--- src/rtl/arbitrated_memory_controller_if.sv ---
// arbitrated_memory_controller_if: client, backing-memory and peripheral signals of the memory controller
interface arbitrated_memory_controller_if #(
    parameter int ADDR_WIDTH = 32,
    parameter int DATA_WIDTH = 32
);
    logic                      i_req;
    logic [ADDR_WIDTH-1:0]     i_address;
    logic                      i_ready;
    logic                      i_valid;
    logic [DATA_WIDTH-1:0]     i_rdata;
    logic                      i_err;
    logic                      d_req;
    logic                      d_we;
    logic [ADDR_WIDTH-1:0]     d_address;
    logic [DATA_WIDTH-1:0]     d_wdata;
    logic [DATA_WIDTH/8-1:0]   d_be;
    logic                      d_ready;
    logic                      d_valid;
    logic [DATA_WIDTH-1:0]     d_rdata;
    logic                      d_err;
    logic                      mem_en;
    logic                      mem_we;
    logic [ADDR_WIDTH-3:0]     mem_address;
    logic [DATA_WIDTH-1:0]     mem_wdata;
    logic [DATA_WIDTH/8-1:0]   mem_be;
    logic [DATA_WIDTH-1:0]     mem_rdata;
    logic                      per_sel;
    logic                      per_we;
    logic [ADDR_WIDTH-1:0]     per_address;
    logic [DATA_WIDTH-1:0]     per_wdata;
    logic [DATA_WIDTH-1:0]     per_rdata;

    modport master (
        output i_req, i_address, d_req, d_we, d_address, d_wdata, d_be, mem_rdata, per_rdata,
        input  i_ready, i_valid, i_rdata, i_err, d_ready, d_valid, d_rdata, d_err,
               mem_en, mem_we, mem_address, mem_wdata, mem_be,
               per_sel, per_we, per_address, per_wdata
    );

    modport slave (
        input  i_req, i_address, d_req, d_we, d_address, d_wdata, d_be, mem_rdata, per_rdata,
        output i_ready, i_valid, i_rdata, i_err, d_ready, d_valid, d_rdata, d_err,
               mem_en, mem_we, mem_address, mem_wdata, mem_be,
               per_sel, per_we, per_address, per_wdata
    );
endinterface

--- src/rtl/arbitrated_memory_controller.sv ---
// arbitrated_memory_controller: arbitrates instruction/data clients onto a fixed-latency memory port and a peripheral port
module arbitrated_memory_controller #(
    parameter int ADDR_WIDTH   = 32,
    parameter int DATA_WIDTH   = 32,
    parameter int ROM_SIZE     = 32,
    parameter int RAM_SIZE     = 32,
    parameter int LATENCY      = 2,
    parameter int STARVE_LIMIT = 4
) (
    input logic clock,
    input logic reset_n,
    arbitrated_memory_controller_if.slave bus
);
    localparam int BW = DATA_WIDTH / 8;
    localparam int SW = $clog2(STARVE_LIMIT + 1);
    localparam int CW = LATENCY > 1 ? $clog2(LATENCY) : 1;
    localparam logic [ADDR_WIDTH-3:0] rom_end = (ADDR_WIDTH-2)'(ROM_SIZE);
    localparam logic [ADDR_WIDTH-3:0] ram_end = (ADDR_WIDTH-2)'(ROM_SIZE + RAM_SIZE);
    localparam logic [SW-1:0] starve_max = SW'(STARVE_LIMIT);
    localparam logic [CW-1:0] wait_last = CW'(LATENCY - 1);
    localparam logic [1:0] IDLE  = 2'd0;
    localparam logic [1:0] ISSUE = 2'd1;
    localparam logic [1:0] WAIT  = 2'd2;
    localparam logic [1:0] RESP  = 2'd3;

    logic [1:0]            state;
    logic [SW-1:0]         starve_cnt;
    logic [CW-1:0]         wait_cnt;
    logic                  own_d;
    logic                  lat_we;
    logic [ADDR_WIDTH-1:0] lat_addr;
    logic [DATA_WIDTH-1:0] lat_wdata;
    logic [BW-1:0]         lat_be;
    logic [DATA_WIDTH-1:0] rdata;
    logic                  idle;
    logic                  grant_d;
    logic                  grant_i;
    logic                  is_per;
    logic                  err;
    logic [ADDR_WIDTH-3:0] widx;

    // ready is gated by reset so nothing is offered while reset is held
    assign idle    = reset_n && state == IDLE;
    assign grant_d = bus.d_req && !(bus.i_req && starve_cnt == starve_max);
    assign grant_i = bus.i_req && !grant_d;
    assign bus.d_ready = idle && grant_d;
    assign bus.i_ready = idle && grant_i;

    // decode always works on the latched request; lat_we is only ever set by the data port
    assign is_per = lat_addr[ADDR_WIDTH-1];
    assign widx   = lat_addr[ADDR_WIDTH-1:2];
    assign err    = !is_per && (widx >= ram_end || (lat_we && widx < rom_end));

    assign bus.mem_en      = state == ISSUE && !is_per && !err;
    assign bus.mem_we      = bus.mem_en && lat_we;
    assign bus.mem_address = bus.mem_en ? widx : '0;
    assign bus.mem_wdata   = bus.mem_we ? lat_wdata : '0;
    assign bus.mem_be      = bus.mem_en ? (lat_we ? lat_be : '1) : '0;
    assign bus.per_sel     = state == ISSUE && is_per;
    assign bus.per_we      = bus.per_sel && lat_we;
    assign bus.per_address = bus.per_sel ? {1'b0, lat_addr[ADDR_WIDTH-2:0]} : '0;
    assign bus.per_wdata   = bus.per_we ? lat_wdata : '0;
    assign bus.i_valid     = state == RESP && !own_d;
    assign bus.d_valid     = state == RESP && own_d;
    assign bus.i_rdata     = bus.i_valid ? rdata : '0;
    assign bus.d_rdata     = bus.d_valid ? rdata : '0;
    assign bus.i_err       = bus.i_valid && err;
    assign bus.d_err       = bus.d_valid && err;

    // starvation counter: saturating count of instruction losses, cleared on an instruction grant
    always_ff @(posedge clock or negedge reset_n) begin
        if (!reset_n) starve_cnt <= '0;
        else if (idle && bus.i_req) starve_cnt <= grant_i ? '0 : (starve_cnt == starve_max ? starve_cnt : starve_cnt + 1'b1);
    end

    // transaction FSM: latch on acceptance, strobe once, wait out the memory latency, respond once
    always_ff @(posedge clock or negedge reset_n) begin
        if (!reset_n) begin
            state     <= IDLE;
            wait_cnt  <= '0;
            own_d     <= 1'b0;
            lat_we    <= 1'b0;
            lat_addr  <= '0;
            lat_wdata <= '0;
            lat_be    <= '0;
            rdata     <= '0;
        end else begin
            case (state)
                IDLE: if (bus.d_ready || bus.i_ready) begin
                    state     <= ISSUE;
                    own_d     <= grant_d;
                    lat_we    <= grant_d && bus.d_we;
                    lat_addr  <= grant_d ? bus.d_address : bus.i_address;
                    lat_wdata <= grant_d ? bus.d_wdata : '0;
                    lat_be    <= grant_d ? bus.d_be : '1;
                    rdata     <= '0;
                end
                ISSUE: begin
                    state    <= bus.mem_en ? WAIT : RESP;
                    wait_cnt <= '0;
                    if (bus.per_sel && !lat_we) rdata <= bus.per_rdata;
                end
                WAIT: if (wait_cnt == wait_last) begin
                    state <= RESP;
                    if (!lat_we) rdata <= bus.mem_rdata;
                end else wait_cnt <= wait_cnt + 1'b1;
                default: state <= IDLE;
            endcase
        end
    end
endmodule

--- src/flat_wrapper.sv ---
// flat-port wrapper written by rule: the top's interface ports become plain ports
module arbitrated_memory_controller_flat 
#(
    parameter int ADDR_WIDTH   = 32,
    parameter int DATA_WIDTH   = 32,
    parameter int ROM_SIZE     = 32,
    parameter int RAM_SIZE     = 32,
    parameter int LATENCY      = 2,
    parameter int STARVE_LIMIT = 4
)
  (clock, reset_n, bus_i_req, bus_i_address, bus_d_req, bus_d_we, bus_d_address, bus_d_wdata, bus_d_be, bus_mem_rdata, bus_per_rdata, bus_i_ready, bus_i_valid, bus_i_rdata, bus_i_err, bus_d_ready, bus_d_valid, bus_d_rdata, bus_d_err, bus_mem_en, bus_mem_we, bus_mem_address, bus_mem_wdata, bus_mem_be, bus_per_sel, bus_per_we, bus_per_address, bus_per_wdata);
  arbitrated_memory_controller_if #(.ADDR_WIDTH(ADDR_WIDTH), .DATA_WIDTH(DATA_WIDTH)) bus_i ();
  input logic clock;
  input logic reset_n;
  input wire logic [$bits(bus_i.i_req)-1:0] bus_i_req;
  input wire logic [$bits(bus_i.i_address)-1:0] bus_i_address;
  input wire logic [$bits(bus_i.d_req)-1:0] bus_d_req;
  input wire logic [$bits(bus_i.d_we)-1:0] bus_d_we;
  input wire logic [$bits(bus_i.d_address)-1:0] bus_d_address;
  input wire logic [$bits(bus_i.d_wdata)-1:0] bus_d_wdata;
  input wire logic [$bits(bus_i.d_be)-1:0] bus_d_be;
  input wire logic [$bits(bus_i.mem_rdata)-1:0] bus_mem_rdata;
  input wire logic [$bits(bus_i.per_rdata)-1:0] bus_per_rdata;
  output wire logic [$bits(bus_i.i_ready)-1:0] bus_i_ready;
  output wire logic [$bits(bus_i.i_valid)-1:0] bus_i_valid;
  output wire logic [$bits(bus_i.i_rdata)-1:0] bus_i_rdata;
  output wire logic [$bits(bus_i.i_err)-1:0] bus_i_err;
  output wire logic [$bits(bus_i.d_ready)-1:0] bus_d_ready;
  output wire logic [$bits(bus_i.d_valid)-1:0] bus_d_valid;
  output wire logic [$bits(bus_i.d_rdata)-1:0] bus_d_rdata;
  output wire logic [$bits(bus_i.d_err)-1:0] bus_d_err;
  output wire logic [$bits(bus_i.mem_en)-1:0] bus_mem_en;
  output wire logic [$bits(bus_i.mem_we)-1:0] bus_mem_we;
  output wire logic [$bits(bus_i.mem_address)-1:0] bus_mem_address;
  output wire logic [$bits(bus_i.mem_wdata)-1:0] bus_mem_wdata;
  output wire logic [$bits(bus_i.mem_be)-1:0] bus_mem_be;
  output wire logic [$bits(bus_i.per_sel)-1:0] bus_per_sel;
  output wire logic [$bits(bus_i.per_we)-1:0] bus_per_we;
  output wire logic [$bits(bus_i.per_address)-1:0] bus_per_address;
  output wire logic [$bits(bus_i.per_wdata)-1:0] bus_per_wdata;
  assign bus_i.i_req = bus_i_req;
  assign bus_i.i_address = bus_i_address;
  assign bus_i.d_req = bus_d_req;
  assign bus_i.d_we = bus_d_we;
  assign bus_i.d_address = bus_d_address;
  assign bus_i.d_wdata = bus_d_wdata;
  assign bus_i.d_be = bus_d_be;
  assign bus_i.mem_rdata = bus_mem_rdata;
  assign bus_i.per_rdata = bus_per_rdata;
  assign bus_i_ready = bus_i.i_ready;
  assign bus_i_valid = bus_i.i_valid;
  assign bus_i_rdata = bus_i.i_rdata;
  assign bus_i_err = bus_i.i_err;
  assign bus_d_ready = bus_i.d_ready;
  assign bus_d_valid = bus_i.d_valid;
  assign bus_d_rdata = bus_i.d_rdata;
  assign bus_d_err = bus_i.d_err;
  assign bus_mem_en = bus_i.mem_en;
  assign bus_mem_we = bus_i.mem_we;
  assign bus_mem_address = bus_i.mem_address;
  assign bus_mem_wdata = bus_i.mem_wdata;
  assign bus_mem_be = bus_i.mem_be;
  assign bus_per_sel = bus_i.per_sel;
  assign bus_per_we = bus_i.per_we;
  assign bus_per_address = bus_i.per_address;
  assign bus_per_wdata = bus_i.per_wdata;
  arbitrated_memory_controller #(.ADDR_WIDTH(ADDR_WIDTH), .DATA_WIDTH(DATA_WIDTH), .ROM_SIZE(ROM_SIZE), .RAM_SIZE(RAM_SIZE), .LATENCY(LATENCY), .STARVE_LIMIT(STARVE_LIMIT)) u_core (.clock(clock), .reset_n(reset_n), .bus(bus_i));
endmodule
--- config.mk ---
export PLATFORM = sky130hd
export DESIGN_NAME = arbitrated_memory_controller_flat
export DESIGN_NICKNAME = d
export VERILOG_FILES = /design/src/rtl/arbitrated_memory_controller_if.sv /design/src/rtl/arbitrated_memory_controller.sv /design/src/flat_wrapper.sv
export SDC_FILE = /design/constraint.sdc
export NUM_CORES = 1
export LEC_CHECK = 0
export BUFFER_PORTS_ARGS = -buffer_cell sky130_fd_sc_hd__buf_2
export CORE_AREA = 2 2 145 147
export CTS_BUF_LIST = sky130_fd_sc_hd__clkbuf_16
export DETAILED_ROUTE_END_ITERATION = 8
export DIE_AREA = 0 0 147 149
export PLACE_DENSITY = 0.64
export SYNTH_ARGS = -nofsm -noshare
export SYNTH_HDL_FRONTEND = slang
export SYNTH_SLANG_ARGS = --single-unit
--- constraint.sdc ---
create_clock -name clock -period 1.85 [get_ports clock]
set_input_delay 0.2775 -clock clock [delete_from_list [all_inputs] [get_ports clock]]
set_output_delay 0.2775 -clock clock [all_outputs]
set_load 0.1 [all_outputs]
==> flow_summary.toml, run 1 <==
[setup_path]
crit_type = "flip-flop to primary output"
cp_num_buf_inv = 4
crit_top_cell = "buf_6"
crit_required_ns = 1.57
end_kind = "primary output"
cp.arrival_ns = 2.20
critPathMaxStageDelay_ns = 0.41
cp-start-kind = "flip-flop"
r2r_end = "u_core.rdata[5]"
r2r_slack_ns = -0.35
critical-path-top-delay-family = "simple AND/OR/NAND/NOR gates"
cpMaxStageDelayCell = "dfrtp_1"
worstRegToRegCells = 9
crit_chain = "nor4_2, nand3_1, buf_6, nor4_4, buf_6, clkbuf_16, and2_4, buf_12"
regToRegStartpoint = "u_core.state[1]"
crit_fanout = 16

[yosys]
synth_seq_cells = 108
muxShareOfSynthArea = 0.111
synth_top_area_cell = "dfrtp_1"
yosysWarnings = 0
netlist_area_um2 = 6320
synth_top_family_by_area = "simple AND/OR/NAND/NOR gates"
ys_types = 38
avgSynthCellArea_um2 = 9.15
synth-simple-area-share = 0.256
syn-instance-count = 691
synth_xor_area_frac = 0
synthAdderAreaFrac = 0.0138
synth_area_leaders = "dfrtp_1 43%, and2_1 10%, and3_1 6.4%, nand2_1 6.2%, o21ai_0 5.7%"
synth_top_area_frac = 0.427
yosysSeqAreaShare = 0.427
synth_compound_area_frac = 0.119

[cts]
clk_pin_slew_ns = 0.08
cts.htree.levels = 3
root_buffer = "clkbuf_16"
cts.path.max_buffers = 2
numCtsBuffers = 9
cts_num_sinks = 108
hold_buffers = 0
cts_tree = "built"
clock_latency_ns = 0.36

[timing]
slew_viol_final = 0
fin_crit_ns = 2.48
final-hold-violation-count = 0
setup_violations = 211
fin_skew_ns = 0.0115
tightest_slew_ns = 0.886
hold_ws_ns = 0.0916
post-route-period-util = 1.34
relSlewSlack = 0.409
max_freq_mhz = 404
rsz0062_at_grt = "true"
layout_setup_ws_ns = -0.628

[layout]
mostFrequentLayoutCells = "195 x buf_12, 167 x buf_2, 106 x dfrtp_1, 105 x and2_4, 103 x nand2_1"
layout-area-overhead-vs-synth_pct = 109
drive_gt1_frac = 0.643
fin_nets = 1266
fin_util = 0.642
final_common_cell = "buf_12"
design_area_um2 = 13200

[placement]
place_congestion = 0.802
port_buffers = 347
placed_area_um2 = 11800
place_hpwl_um = 16600

[floorplanning]
start_util = 0.308
die-area_um2 = 21900
rows = 53
core-area_um2 = 20600
io_pins = 373
die_h_um = 149
fp.dieW_um = 147

[global_route]
gr-usage-all-layers = 0.213
grt_pass1_vias = 6530
grt_first_pass_wirelength_um = 36500
grt_max_degree = 65
grt_antenna_before_repair = 1
gr-total-overflow = 0

[power]
power.leakage_nw = 6.09
finalPower_w = 0.0167
p_per_area_nw_per_um2 = 1270
max-vdd-ir-drop_mv = 0.825

[drt]
via_per_inst = 4.74
vias = 6497
drc_errors = 0
first_iter_violations = 174
firstDrtPassIters = 6
wire_per_inst_um = 17.7
routed_wl_um = 24300
antenna_left = 0

[hold_path]
hold_path.class = "input pin to asynchronous set/reset pin"

[run_status]
violations = "negative setup slack"
status = "finished with violations"

[run]
maxCapViolations = 0
## synthesized netlist by cell type
master / count
clkbuf_1: 49
o22ai_1: 1
a22o_1: 32
nor4_1: 6
o2111ai_1: 1
o31ai_1: 1
nand2_1: 104
and4_1: 1
and3_1: 65
mux2i_1: 32
ha_1: 7
dfrtp_1: 108
nand2b_1: 1
nor2b_1: 2
nor2_1: 6
nor4_2: 1
a21o_1: 1
conb_1: 1
nor3b_1: 2
o211ai_1: 1
a21oi_2: 1
nand4_1: 1
buf_4: 26
o21a_1: 4
buf_6: 3
and2_1: 106
nand3_1: 3
mux2_2: 29
inv_1: 5
or3b_1: 1
nor3_1: 1
o21ai_1: 1
a21oi_1: 4
nand4b_1: 1
buf_2: 5
a21bo_2: 1
mux2_1: 5
o21ai_0: 72
## flip-flops by register name (all words and copies together) (netlist names)
signal / flops
u_core.lat_be: 4
u_core.state: 2
u_core.wait_cnt: 1
u_core.own_d: 1
u_core.rdata: 32
u_core.starve_cnt: 3
u_core.lat_addr: 32
u_core.lat_wdata: 32
u_core.lat_we: 1
## repair_timing
item	CTS	global route
pin swaps	28	28
setup buffers	20	16
resized for setup	114	68
hold endpoints to repair	0	0
setup endpoints to repair	210	246
cloned	10	5
## where the power goes
group          switching [W]  total [W]  internal, W
Clock               0.000942    0.00199      0.00105
Combinational        0.00550     0.0104      0.00487
Sequential          0.000931    0.00436      0.00343
## worst max path at each step
stage	start	to	slack (ns)	depth (start not counted)
6_report	u_core.lat_addr[31]	bus_mem_wdata[5]	-0.63	8
5_1_grt	u_core.lat_addr[16]	bus_mem_wdata[5]	-0.70	8
4_1_cts	u_core.lat_addr[17]	bus_mem_wdata[0]	-0.63	7
3_5_place_dp	u_core.lat_addr[27]	bus_mem_wdata[0]	-0.35	6
2_1_floorplan	u_core.state[1]	bus_mem_wdata[22]	-0.25	7
3_3_place_gp	u_core.lat_addr[14]	bus_i_err	-0.28	7
## worst reg2reg max path, cell delays in order, from the launching register on
cell     delay (ns)
dfrtp_2        0.43
buf_6          0.13
buf_6          0.11
ha_4           0.16
nor2b_4        0.12
a21oi_2        0.11
or3b_4         0.45
buf_12         0.16
buf_16         0.14
mux2_2         0.27
## cell families after synthesis
kind of cell               Yosys count
other                                1
AOI/OAI and AO/OA                  120
adders and majority gates            7
and+or+nand+nor                    301
DFF                                108
muxes                               66
buffers and inverters               88
## final cells by class
cell class | count | area [um2]
clock inverters | 7 | 67.6
well taps | 275 | 344
fillers | 1561 | 7360
repair buffers | 447 | 5690
inverters | 5 | 26.3
multi-input cells | 519 | 4130
flip-flops and latches | 108 | 2710
diodes | 2 | 5.00
clock buffers | 9 | 225
## per-layer routing
layer / vias up / part of all wire / GRT usage
met5: - / 0 / 0
met3: 44 / 0.056 / 0.0428
met1: 3101 / 0.39 / 0.251
li1: 3110 / - / -
met2: 242 / 0.52 / 0.385
met4: 0 / 0.027 / 0.0784
## metrics by stage
stage | std cells | TNS (ns) | setup WS [ns]
global placement | 1312 | -11.01 | -0.279
finish | 1372 | -73.00 | -0.628
CTS | 1357 | -67.14 | -0.627
global route | 1371 | -85.52 | -0.703
detailed placement | 1312 | -14.77 | -0.350
floorplan | 715 | -12.43 | -0.249
(Power assumes the default switching activity.)
==> run 2: changes to the inputs <==
--- a/config.mk
+++ b/config.mk
@@ -10,6 +10,7 @@
 export CTS_BUF_LIST = sky130_fd_sc_hd__clkbuf_16
 export DETAILED_ROUTE_END_ITERATION = 8
 export DIE_AREA = 0 0 147 149
+export HOLD_SLACK_MARGIN = 0.12
 export PLACE_DENSITY = 0.64
 export SYNTH_ARGS = -nofsm -noshare
 export SYNTH_HDL_FRONTEND = slang
==> run 2 against run 1 <==
The flow still finishes with violations (negative setup slack). Sequential share of layout area shrank 0.34 points. Utilization grew 1.1 points. Sequential cell count is the same. Setup slack is essentially flat. Design area grew 1.7%. Cell count grew 1.6%. Sequential power is essentially flat. Critical path type unchanged. Critical path depth is the same. Global-route usage grew 0.22 points. Largest cell class unchanged. Clock power is essentially flat. Register-to-register slack lost 0.02 ns.
==> flow_summary.toml, run 2 (synthesized netlist as in run 1, its figures left out) <==
[layout]
layout-area-overhead-vs-synth_pct = 112
final_common_cell = "buf_12"
fin_cells = 1394
nFillCells = 1534
multi_input_area_um2 = 4130
fin_nets = 1288
reg.largest.list = "u_core.lat_addr (32), u_core.lat_wdata (32), u_core.rdata (32)"
mostFrequentLayoutCells = "195 x buf_12, 167 x buf_2, 106 x dfrtp_1, 105 x and2_4, 103 x nand2_1"
seqCellArea_um2 = 2710
fin_util = 0.653
drive_gt1_frac = 0.630

[floorplanning]
fp.dieW_um = 147
start_util = 0.308
rows = 53
io_pins = 373
die-area_um2 = 21900
core-area_um2 = 20600
die_h_um = 149

[placement]
pre_cts_slack_ns = -0.350
port_buffers = 347
place_congestion = 0.802
place_hpwl_um = 16600
post-place-cells = 1312

[cts]
cts.path.max_buffers = 2
numCtsBuffers = 9
cts_tree = "built"
clock_latency_ns = 0.36
cts_num_sinks = 108
clk_pin_slew_ns = 0.08
root_buffer = "clkbuf_16"
cts.htree.levels = 3

[run_status]
violations = "negative setup slack"
status = "finished with violations"

[global_route]
gr-usage-all-layers = 0.215
grt_first_pass_wirelength_um = 37000
grt_max_degree = 65
grt_antenna_before_repair = 1
gr-total-overflow = 0
grt_pass1_vias = 6662

[setup_path]
r2r_slack_ns = -0.37
r2r_end = "u_core.rdata[6]"
endpoint = "bus_mem_wdata[0]"
cp.arrival_ns = 2.20
crit_type = "flip-flop to primary output"
regToRegStartpoint = "u_core.state[0]"
end_kind = "primary output"
crit_fanout = 17
worstRegToRegCells = 10
startpoint = "u_core.lat_addr[31]"
crit_required_ns = 1.57
cp-start-kind = "flip-flop"

[power]
power.leakage_nw = 6.18
max-vdd-ir-drop_mv = 0.828
p_per_area_nw_per_um2 = 1250

[drt]
routed_wl_um = 24500
vias = 6585
antenna_left = 0
via_per_inst = 4.72
wire_per_inst_um = 17.6
drc_errors = 0
firstDrtPassIters = 4
first_iter_violations = 212

[timing]
setup_tns_ns = -72.92
relSlewSlack = 0.411
max_freq_mhz = 404
final-hold-violation-count = 0
fin_skew_ns = 0.0116
layout_setup_ws_ns = -0.628
setup_violations = 211
rsz0062_at_grt = "true"
tightest_slew_ns = 0.883
fin_crit_ns = 2.48
post-route-period-util = 1.34
slew_viol_final = 0

[hold_path]
hold_path.class = "input pin to flip-flop"

[run]
maxCapViolations = 0
[run 2: cell types whose count changed in the layout (fill, tap and decap cells not counted)]
cell,previous run,this run
dlygate4sd3_1,0,22
[run 2: final cells by class]
type	count	share of cell area
diodes	2	0.000373
multi-input cells	519	0.308
repair buffers	469	0.441
clock buffers	9	0.0168
inverters	5	0.00196
clock inverters	7	0.00503
well taps	275	0.0256
flip-flops and latches	108	0.202
[run 2: report_power, final]
group	total (W)	internal [W]	switching [W]
sequential	0.00437	0.00343	0.000933
clock	0.00198	0.00105	0.000933
combinational	0.0104	0.00490	0.00551
total	0.0168	0.00938	0.00737
[run 2: stage by stage]
stage | instance area (um2) | hold WS (ns) | total power [W]
after floorplan | 7040 | -0.0181 | 0.00972
after global placement | 11800 | 0.453 | 0.0125
after detailed placement | 11800 | 0.463 | 0.0126
after CTS | 13100 | 0.120 | 0.0163
after global routing | 13400 | 0.127 | 0.0177
final | 13400 | 0.134 | 0.0168
[run 2: repair_timing]
| item | 4_1_cts | 5_1_grt |
|---|---|---|
| pin swaps | 28 | 27 |
| setup endpoints to repair | 210 | 246 |
| endpoints found under the hold margin | 66 | 0 |
| setup buffers | 20 | 17 |
| gates resized for setup | 114 | 69 |
| gates cloned | 10 | 5 |
| hold buffers | 22 | 0 |
[run 2: critical path, stage by stage (launching register included)]
cell and delay, ns:
dfrtp_1 0.41, nor4_2 0.29, nand3_1 0.12, buf_6 0.15, nor4_4 0.21, buf_6 0.16, buf_12 0.15, and2_4 0.17
buf_12 0.17
[run 2: worst min path at each step]
stage	start	slack, ns	to	cells past startpoint
2_1_floorplan	reset_n	-0.02	u_core.lat_addr[0]	0
3_3_place_gp	u_core.lat_addr[0]	0.45	u_core.lat_addr[0]	2
6_report	bus_d_wdata[0]	0.13	u_core.lat_wdata[0]	3
5_1_grt	bus_d_wdata[1]	0.13	u_core.lat_wdata[1]	3
3_5_place_dp	reset_n	0.46	u_core.starve_cnt[2]	2
4_1_cts	bus_d_wdata[15]	0.12	u_core.lat_wdata[15]	3
[run 2: layer usage]
| layer | GRT usage | routed length, um |
|---|---|---|
| met3 | 0.0422 | 1320 |
| met2 | 0.391 | 12800 |
| met4 | 0.0784 | 644 |
| met1 | 0.253 | 9670 |
| met5 | 0 | 0 |
